File: src/rtl/cdp1802_uart_pkg.sv
// Shared constants for the CDP1802 serial console: I/O port numbers,
// status-byte bit positions and the TX/RX state encodings.
// Imported by the UART top; no logic lives here.
package cdp1802_io_pkg;

  // N-line port numbers decoded by the UART
  localparam logic [2:0] UART_TX   = 3'd1;
  localparam logic [2:0] UART_RX   = 3'd2;
  localparam logic [2:0] UART_STAT = 3'd3;

  // Status byte bit positions (bits 7:5 read as zero)
  localparam int STAT_TX_FULL    = 0;
  localparam int STAT_TX_IDLE    = 1;
  localparam int STAT_RX_VALID   = 2;
  localparam int STAT_RX_OVERRUN = 3;
  localparam int STAT_RX_FERR    = 4;

  typedef enum logic [1:0] {
    TX_IDLE  = 2'd0,
    TX_START = 2'd1,
    TX_DATA  = 2'd2,
    TX_STOP  = 2'd3
  } tx_state_t;

  typedef enum logic [1:0] {
    RX_IDLE  = 2'd0,
    RX_START = 2'd1,
    RX_DATA  = 2'd2,
    RX_STOP  = 2'd3
  } rx_state_t;

endpackage

File: src/rtl/cdp1802_uart_if.sv
// CPU-side N-line I/O bus as seen by the UART: port select, strobes, data.
// io_rdata is a combinational return path, valid in the same cycle as io_rd.
// No backpressure: strobes are single-cycle and always accepted by the slave.
interface cdp1802_uart_if;
  logic [2:0] io_n;
  logic       io_wr;
  logic       io_rd;
  logic [7:0] io_wdata;
  logic [7:0] io_rdata;

  modport master (output io_n, output io_wr, output io_rd, output io_wdata, input io_rdata);
  modport slave  (input io_n, input io_wr, input io_rd, input io_wdata, output io_rdata);
endinterface

File: src/rtl/cdp1802_uart_fifo.sv
// Synchronous FIFO with extra-MSB pointers; dout shows the head entry combinationally.
// Latency: a pushed entry is visible at dout / clears empty one cycle after the push.
// Backpressure: push while full is dropped unless a pop happens in the same cycle.
module uart_fifo #(
  parameter int WIDTH = 8,
  parameter int DEPTH = 8
) (
  input  logic             clock,
  input  logic             reset,
  input  logic             push,
  input  logic [WIDTH-1:0] din,
  input  logic             pop,
  output logic [WIDTH-1:0] dout,
  output logic             full,
  output logic             empty
);
  localparam int AW = $clog2(DEPTH);
  localparam logic [AW:0] PTR_ONE = 1;

  logic [AW:0]      wr_ptr_q, wr_ptr_d;
  logic [AW:0]      rd_ptr_q, rd_ptr_d;
  logic [WIDTH-1:0] mem_q [DEPTH];
  logic             push_ok, pop_ok;

  assign empty   = (wr_ptr_q == rd_ptr_q);
  assign full    = (wr_ptr_q[AW] != rd_ptr_q[AW]) && (wr_ptr_q[AW-1:0] == rd_ptr_q[AW-1:0]);
  assign pop_ok  = pop && !empty;
  assign push_ok = push && (!full || pop_ok);
  assign dout    = mem_q[rd_ptr_q[AW-1:0]];

  // Pointer advance; the spare MSB makes full/empty distinguishable
  always_comb begin
    wr_ptr_d = wr_ptr_q;
    rd_ptr_d = rd_ptr_q;
    if (push_ok) wr_ptr_d = wr_ptr_q + PTR_ONE;
    if (pop_ok)  rd_ptr_d = rd_ptr_q + PTR_ONE;
  end

  // Pointer registers
  always_ff @(posedge clock) begin
    if (reset) begin
      wr_ptr_q <= '0;
      rd_ptr_q <= '0;
    end else begin
      wr_ptr_q <= wr_ptr_d;
      rd_ptr_q <= rd_ptr_d;
    end
  end

  // Storage array; contents need no reset since pointers gate visibility
  always_ff @(posedge clock) begin
    if (push_ok) mem_q[wr_ptr_q[AW-1:0]] <= din;
  end
endmodule

File: src/rtl/cdp1802_uart.sv
// 8N1 serial console on the CDP1802 N-line bus: OUT 1 queues TX, INP 2 pops RX, INP 3 status.
// Latency: start bit leaves 2 cycles after OUT 1 on an idle UART; rdata is combinational.
// Backpressure: none on the bus; TX bytes pushed while the FIFO is full are silently dropped.
module cdp1802_uart #(
  parameter int CLKS_PER_BIT = 16,
  parameter int TX_DEPTH     = 8
) (
  input  logic                 clock,
  input  logic                 reset,
  cdp1802_uart_if.slave        bus,
  input  logic                 rxd,
  output logic                 txd,
  output logic                 irq
);
  import cdp1802_io_pkg::*;

  localparam int CW = $clog2(CLKS_PER_BIT);
  localparam logic [CW-1:0] CNT_ONE  = 1;
  localparam logic [CW-1:0] CNT_LAST = CW'(CLKS_PER_BIT - 1);
  localparam logic [CW-1:0] CNT_HALF = CW'(CLKS_PER_BIT / 2 - 1);

  // Bus decode
  logic tx_push, rx_pop, stat_rd;
  assign tx_push = bus.io_wr && (bus.io_n == UART_TX);
  assign rx_pop  = bus.io_rd && (bus.io_n == UART_RX);
  assign stat_rd = bus.io_rd && (bus.io_n == UART_STAT);

  // TX FIFO
  logic       fifo_pop, fifo_full, fifo_empty;
  logic [7:0] fifo_dout;

  uart_fifo #(.WIDTH(8), .DEPTH(TX_DEPTH)) u_tx_fifo (
    .clock (clock),
    .reset (reset),
    .push  (tx_push),
    .din   (bus.io_wdata),
    .pop   (fifo_pop),
    .dout  (fifo_dout),
    .full  (fifo_full),
    .empty (fifo_empty)
  );

  // TX state
  tx_state_t     tx_state_q, tx_state_d;
  logic [CW-1:0] tx_cnt_q, tx_cnt_d;
  logic [2:0]    tx_bit_q, tx_bit_d;
  logic [7:0]    tx_shift_q, tx_shift_d;
  logic          txd_q, txd_d;

  // RX state
  rx_state_t     rx_state_q, rx_state_d;
  logic [CW-1:0] rx_cnt_q, rx_cnt_d;
  logic [2:0]    rx_bit_q, rx_bit_d;
  logic [7:0]    rx_shift_q, rx_shift_d;
  logic          rx_armed_q, rx_armed_d;
  logic          rx_s1_q, rx_s1_d, rx_s2_q, rx_s2_d;
  logic [7:0]    rx_data_q, rx_data_d;
  logic          rx_valid_q, rx_valid_d;
  logic          rx_ovr_q, rx_ovr_d;
  logic          rx_ferr_q, rx_ferr_d;
  logic          rx_load, rx_ferr_set;

  // TX framer: STOP pops the next byte in its last cycle so frames run back to back
  always_comb begin
    tx_state_d = tx_state_q;
    tx_cnt_d   = tx_cnt_q;
    tx_bit_d   = tx_bit_q;
    tx_shift_d = tx_shift_q;
    txd_d      = txd_q;
    fifo_pop   = 1'b0;
    case (tx_state_q)
      TX_IDLE: begin
        txd_d = 1'b1;
        if (!fifo_empty) begin
          fifo_pop   = 1'b1;
          tx_shift_d = fifo_dout;
          tx_cnt_d   = '0;
          tx_state_d = TX_START;
          txd_d      = 1'b0;
        end
      end
      TX_START: begin
        tx_cnt_d = tx_cnt_q + CNT_ONE;
        if (tx_cnt_q == CNT_LAST) begin
          tx_cnt_d   = '0;
          tx_bit_d   = 3'd0;
          tx_state_d = TX_DATA;
          txd_d      = tx_shift_q[0];
        end
      end
      TX_DATA: begin
        tx_cnt_d = tx_cnt_q + CNT_ONE;
        if (tx_cnt_q == CNT_LAST) begin
          tx_cnt_d = '0;
          if (tx_bit_q == 3'd7) begin
            tx_state_d = TX_STOP;
            txd_d      = 1'b1;
          end else begin
            tx_bit_d   = tx_bit_q + 3'd1;
            tx_shift_d = tx_shift_q >> 1;
            txd_d      = tx_shift_q[1];
          end
        end
      end
      TX_STOP: begin
        tx_cnt_d = tx_cnt_q + CNT_ONE;
        if (tx_cnt_q == CNT_LAST) begin
          tx_cnt_d = '0;
          if (!fifo_empty) begin
            fifo_pop   = 1'b1;
            tx_shift_d = fifo_dout;
            tx_state_d = TX_START;
            txd_d      = 1'b0;
          end else begin
            tx_state_d = TX_IDLE;
          end
        end
      end
      default: begin
        tx_state_d = TX_IDLE;
        txd_d      = 1'b1;
      end
    endcase
  end

  // RX deframer: arm only after seeing line high, so a held break cannot retrigger
  always_comb begin
    rx_s1_d     = rxd;
    rx_s2_d     = rx_s1_q;
    rx_state_d  = rx_state_q;
    rx_cnt_d    = rx_cnt_q;
    rx_bit_d    = rx_bit_q;
    rx_shift_d  = rx_shift_q;
    rx_armed_d  = rx_armed_q;
    rx_load     = 1'b0;
    rx_ferr_set = 1'b0;
    case (rx_state_q)
      RX_IDLE: begin
        if (!rx_armed_q) begin
          rx_armed_d = rx_s2_q;
        end else if (!rx_s2_q) begin
          rx_armed_d = 1'b0;
          rx_cnt_d   = '0;
          rx_state_d = RX_START;
        end
      end
      RX_START: begin
        rx_cnt_d = rx_cnt_q + CNT_ONE;
        if (rx_cnt_q == CNT_HALF) begin
          rx_cnt_d = '0;
          rx_bit_d = 3'd0;
          rx_state_d = rx_s2_q ? RX_IDLE : RX_DATA;
        end
      end
      RX_DATA: begin
        rx_cnt_d = rx_cnt_q + CNT_ONE;
        if (rx_cnt_q == CNT_LAST) begin
          rx_cnt_d   = '0;
          rx_shift_d = {rx_s2_q, rx_shift_q[7:1]};
          rx_bit_d   = rx_bit_q + 3'd1;
          if (rx_bit_q == 3'd7) rx_state_d = RX_STOP;
        end
      end
      RX_STOP: begin
        rx_cnt_d = rx_cnt_q + CNT_ONE;
        if (rx_cnt_q == CNT_LAST) begin
          rx_cnt_d    = '0;
          rx_load     = rx_s2_q;
          rx_ferr_set = !rx_s2_q;
          rx_state_d  = RX_IDLE;
        end
      end
      default: rx_state_d = RX_IDLE;
    endcase
  end

  // Holding register and sticky flags; a fresh event wins over a same-cycle clear
  always_comb begin
    rx_data_d  = rx_load ? rx_shift_q : rx_data_q;
    rx_valid_d = rx_load ? 1'b1 : (rx_pop ? 1'b0 : rx_valid_q);
    rx_ovr_d   = (rx_load && rx_valid_q && !rx_pop) ? 1'b1 : (stat_rd ? 1'b0 : rx_ovr_q);
    rx_ferr_d  = rx_ferr_set ? 1'b1 : (stat_rd ? 1'b0 : rx_ferr_q);
  end

  // All UART state registers
  always_ff @(posedge clock) begin
    if (reset) begin
      tx_state_q <= TX_IDLE;
      tx_cnt_q   <= '0;
      tx_bit_q   <= '0;
      tx_shift_q <= '0;
      txd_q      <= 1'b1;
      rx_state_q <= RX_IDLE;
      rx_cnt_q   <= '0;
      rx_bit_q   <= '0;
      rx_shift_q <= '0;
      rx_armed_q <= 1'b0;
      rx_s1_q    <= 1'b1;
      rx_s2_q    <= 1'b1;
      rx_data_q  <= '0;
      rx_valid_q <= 1'b0;
      rx_ovr_q   <= 1'b0;
      rx_ferr_q  <= 1'b0;
    end else begin
      tx_state_q <= tx_state_d;
      tx_cnt_q   <= tx_cnt_d;
      tx_bit_q   <= tx_bit_d;
      tx_shift_q <= tx_shift_d;
      txd_q      <= txd_d;
      rx_state_q <= rx_state_d;
      rx_cnt_q   <= rx_cnt_d;
      rx_bit_q   <= rx_bit_d;
      rx_shift_q <= rx_shift_d;
      rx_armed_q <= rx_armed_d;
      rx_s1_q    <= rx_s1_d;
      rx_s2_q    <= rx_s2_d;
      rx_data_q  <= rx_data_d;
      rx_valid_q <= rx_valid_d;
      rx_ovr_q   <= rx_ovr_d;
      rx_ferr_q  <= rx_ferr_d;
    end
  end

  // CPU read-back mux: RX byte, status, or zero for unmapped ports
  always_comb begin
    logic [7:0] status;
    status                  = 8'h00;
    status[STAT_TX_FULL]    = fifo_full;
    status[STAT_TX_IDLE]    = fifo_empty && (tx_state_q == TX_IDLE);
    status[STAT_RX_VALID]   = rx_valid_q;
    status[STAT_RX_OVERRUN] = rx_ovr_q;
    status[STAT_RX_FERR]    = rx_ferr_q;
    bus.io_rdata = 8'h00;
    case (bus.io_n)
      UART_RX:   bus.io_rdata = rx_data_q;
      UART_STAT: bus.io_rdata = status;
      default:   bus.io_rdata = 8'h00;
    endcase
  end

  assign txd = txd_q;
  assign irq = rx_valid_q;
endmodule

File: src/flat_wrapper.sv
// flat-port wrapper written by rule: the top's interface ports become plain ports
module cdp1802_uart_flat import cdp1802_io_pkg::*;
#(
  parameter int CLKS_PER_BIT = 16,
  parameter int TX_DEPTH     = 8
)
  (clock, reset, rxd, txd, irq, bus_io_n, bus_io_wr, bus_io_rd, bus_io_wdata, bus_io_rdata);
  cdp1802_uart_if bus_i ();
  input  logic clock;
  input  logic reset;
  input  logic rxd;
  output logic txd;
  output logic irq;
  input wire logic [$bits(bus_i.io_n)-1:0] bus_io_n;
  input wire logic [$bits(bus_i.io_wr)-1:0] bus_io_wr;
  input wire logic [$bits(bus_i.io_rd)-1:0] bus_io_rd;
  input wire logic [$bits(bus_i.io_wdata)-1:0] bus_io_wdata;
  output wire logic [$bits(bus_i.io_rdata)-1:0] bus_io_rdata;
  assign bus_i.io_n = bus_io_n;
  assign bus_i.io_wr = bus_io_wr;
  assign bus_i.io_rd = bus_io_rd;
  assign bus_i.io_wdata = bus_io_wdata;
  assign bus_io_rdata = bus_i.io_rdata;
  cdp1802_uart #(.CLKS_PER_BIT(CLKS_PER_BIT), .TX_DEPTH(TX_DEPTH)) u_core (.clock(clock), .reset(reset), .bus(bus_i), .rxd(rxd), .txd(txd), .irq(irq));
endmodule
File: config.mk
export PLATFORM = sky130hd
export DESIGN_NAME = cdp1802_uart_flat
export DESIGN_NICKNAME = d
export VERILOG_FILES = /design/src/rtl/cdp1802_uart_pkg.sv /design/src/rtl/cdp1802_uart_if.sv /design/src/rtl/cdp1802_uart_fifo.sv /design/src/rtl/cdp1802_uart.sv /design/src/flat_wrapper.sv
export SDC_FILE = /design/constraint.sdc
export NUM_CORES = 1
export LEC_CHECK = 0
export ABC_AREA = 1
export CAP_MARGIN = 15
export CORE_MARGIN = 3
export CORE_UTILIZATION = 60
export DETAILED_ROUTE_END_ITERATION = 10
export MAX_ROUTING_LAYER = met4
export PLACE_DENSITY = 0.83
export SLEW_MARGIN = 10
export SYNTH_ARGS = -nofsm -noshare
export SYNTH_HDL_FRONTEND = slang
export SYNTH_HIERARCHICAL = 1
export SYNTH_SLANG_ARGS = --single-unit
File: constraint.sdc
create_clock -name clock -period 2.85 [get_ports clock]
set_clock_uncertainty 0.05 [all_clocks]
set_input_delay 0.285 -clock clock [delete_from_list [all_inputs] [get_ports clock]]
set_output_delay 0.285 -clock clock [all_outputs]
set_load 0.005 [all_outputs]
==> results.py <==
metrics = {
    "outcome": {
        "status": "completed",
    },
    "floorplanning": {
        "initial_utilization_pct": 62.0,
        "design.die.area_sq_mm": 0.0102,
        "placement_rows": 34,
        "die_h_um": 101,
        "die_w_um": 101,
        "core_area_sq_mm": 0.00876,
        "io-pin-count": 26,
    },
    "routing": {
        "wl_met2_um": 6030,
        "route.vias.total": 4338,
        "detail_route.wl_per_cell_um": 15.4,
        "wire_length_on_met1_um": 4780,
        "dr_wl_met3_um": 789,
        "viasPerCell": 5.68,
        "detail_route.iter0.violations": 320,
        "wl_um": 11800,
        "drt_drc_violations_left": 0,
        "routed.top_layer": "met4",
        "1st_pass_router_iterations": 5,
        "detail-route-antenna-nets": 0,
    },
    "global_routing": {
        "global_route.overflow_total": 0,
        "first_global_vias": 4107,
        "grt_pass1_wl_um": 18800,
        "antenna_violations_before_repair": 0,
        "grt_use_total_pct": 24.4,
        "grt_max_degree": 33,
    },
    "worst_setup_path": {
        "rr_worst_depth": 11,
        "timing.critical_path.slowest_stage_cell": "clkdlybuf4s50_1",
        "timing.critical_path.fanout_max": 6,
        "critical_path.cell_chain": "xnor2_1 > nand3_4 > inv_4 > nand2_2 > inv_2 > a22o_1 > clkdlybuf4s50_1",
        "end_kind": "output port",
        "worst_setup_path_start_kind": "flip-flop",
        "worst-setup-path-type": "reg -> out",
        "timing.critical_path.slowest_cell_delay_ns": 0.50,
        "cp_data_arrival_time_ns": 2.34,
        "critical_path_required_ns": 2.52,
    },
    "sta": {
        "setup_repair_after_global_routing_missed_its_margin": "no",
        "totalNegativeSetupSlack_ns": 0,
        "tcrit_tclk_final_pct": 93.8,
        "timing.final.crit_period_ns": 2.67,
        "post-route-worst-setup-slack_ns": 0.178,
        "maxSlewViolCount": 0,
        "setup-violations-final": 0,
        "fmax_mhz": 374,
        "hold_viol_final": 0,
        "max_slew.worst_pin.slew_ns": 0.931,
        "worst_slew_margin_rel_pct": 37.9,
    },
    "final_layout": {
        "layout.nets": 673,
        "layout_commonest_cell": "nor2_1",
        "syn_to_final_growth_pct": 18.8,
        "post_route_cells_drive_above_1_share_pct": 12.2,
        "finalCoreUtilization_pct": 73.7,
        "n_antenna_cell": 0,
        "mostFrequentLayoutCells": "nor2_1 (111), nand2_1 (104), o21ai_0 (68)",
    },
    "cts": {
        "cts_buffer_depth": 2,
        "cts_buffers": 17,
        "cts_root_buffer": "clkbuf_8",
        "cts_tree": "yes",
        "path_clk_slew_ns": 0.06,
        "postCtsHoldBufs": 0,
        "htreeDepth": 4,
        "clk-insertion-delay-late_ns": 0.53,
        "clock_sinks": 124,
    },
    "power": {
        "powerDensity_mw_per_mm2": 723,
        "sequentialPowerShare_pct": 43.7,
        "fin_total_pwr_mw": 4.67,
        "power.clock.fraction_pct": 44.8,
        "swShare_pct": 27.8,
        "leak_pwr_nw": 2.51,
        "intPower_mw": 3.37,
        "p_switching_mw": 1.30,
        "vdd.ir_drop.worst_mv": 0.452,
        "power.combinational.fraction_pct": 11.5,
    },
    "logic_synthesis": {
        "postSynthRegisterBits": 124,
        "synth.largest_area_cell": "edfxtp_1",
        "synth_top_cell_area_share_pct": 35.4,
        "ys.warnings.count": 6,
        "library_cells_used_by_synthesis": 34,
        "synthTopCellsByArea": "edfxtp_1 (35%), dfxtp_1 (22%), nor2_1 (7.7%)",
        "synth-seq-area-share_pct": 57.5,
        "syn_area_sq_mm": 0.00543,
        "postSynthCellCount": 601,
        "syn_area_per_cell_sq_um": 9.04,
        "postSynthNetCount": 631,
    },
    "min_path": {
        "worst_hold_stages": 2,
        "min-delay-path-class": "in -> reg",
    },
    "placement": {
        "port_buffer_cells": 25,
        "post-place-ws_ns": 0.415,
        "dp_hpwl_um": 7480,
        "globalplace.congestion": 0.839,
    },
    "flow_run": {
        "cap_viol_max_count": 0,
    },
}
[critical path, delay by kind of cell, from the launching register on]
family                 cells  cell delay (ns)
buffers and inverters      3             0.71
AO/OA/AOI/OAI              1             0.14
AND/OR/NAND/NOR            2             0.26
flip-flops                 1             0.37
XOR/XNOR                   1             0.35
[routing by layer]
metal	up-vias	global-route usage, %
met2	165	41.7
met5	-	-
met3	21	5.79
met4	0	8.79
li1	2109	-
met1	2043	28.0
[registers in the layout, summed over array words and instances, names as in the netlist, 2 cells and up, named ones only]
register	count
u_core/tx_cnt_q	4
u_core/u_tx_fifo/rd_ptr_q	4
u_core/u_tx_fifo/mem_q	64
u_core/rx_shift_q	8
u_core/u_tx_fifo/wr_ptr_q	4
u_core/rx_bit_q	3
u_core/rx_cnt_q	4
u_core/rx_data_q	8
u_core/tx_bit_q	3
u_core/tx_state_q	2
u_core/tx_shift_q	8
[synth_stat cells, drive strengths merged]
cell,count
a211oi,1
a21oi,42
a22o,5
a31oi,8
buf,11
clkbuf,5
dfxtp,60
edfxtp,64
ha,14
inv,47
nand2,111
nand3,26
nand4,2
nor2,117
nor3,6
o211ai,1
o21ai,74
or2,2
xnor2,3
xor2,2
[layout make-up]
type	instances	area, sq um
Inverter	47	179
Clock inverter	15	170
Fill cell	567	2310
Clock buffer	17	414
Sequential cell	124	3130
Timing Repair Buffer	39	355
Tap cell	108	135
Multi-Input combinational cell	414	2070
[worst paths after layout]
| kind | from | end | slack (ns) |
|---|---|---|---|
| setup / recovery | u_core/u_tx_fifo/rd_ptr_q[3]$_SDFFE_PP0P_ | bus_io_rdata[1] | 0.18 |
| hold / removal | rxd | u_core/rx_s1_q$_SDFF_PP1_ | 0.29 |
| setup reg to reg | u_core/tx_cnt_q[0]$_SDFFE_PP0P_ | u_core/u_tx_fifo/mem_q[2][3]$_DFFE_PP_ | 0.35 |
| hold reg to reg | u_core/rx_s1_q$_SDFF_PP1_ | u_core/rx_s2_q$_SDFF_PP1_ | 0.37 |
[repair_timing]
action | 4_1_cts | 5_1_grt
pin swaps | 0 | 1
gates resized for setup | 4 | 6
endpoints found under the setup margin | 1 | 1
buffers inserted | 0 | 1
[power groups by stage]
stage | logic (mW) | registers [mW] | clock network, mW
floorplan | 0.374 | 2.06 | 0
global placement | 0.488 | 2.07 | 0
detailed placement | 0.513 | 2.07 | 0
CTS | 0.521 | 2.04 | 2.12
global route | 0.605 | 2.05 | 2.19
finish | 0.536 | 2.04 | 2.09
[cells by family (layout without fill, tap and decap cells)]
group / count (synthesis) / in the layout / synth area share [%]
buffers and inverters: 63 / 118 / 4.72
xor gates and xnor gates: 5 / 5 / 0.944
and+or+nand+nor: 264 / 264 / 20.7
adders and majority gates: 14 / 14 / 3.22
DFF: 124 / 124 / 57.5
AOI/OAI and AO/OA: 131 / 131 / 12.9
[metrics by stage]
| step | hold slack (ns) | std cells | cell area, sq um |
|---|---|---|---|
| global route | 0.283 | 764 | 6460 |
| finish | 0.286 | 764 | 6460 |
| CTS | 0.278 | 763 | 6420 |
| global placement | 0.351 | 731 | 5840 |
| floorplan | 0.304 | 601 | 5430 |
| detailed placement | 0.348 | 731 | 5840 |
No activity file was read; power rests on OpenSTA's default activity.
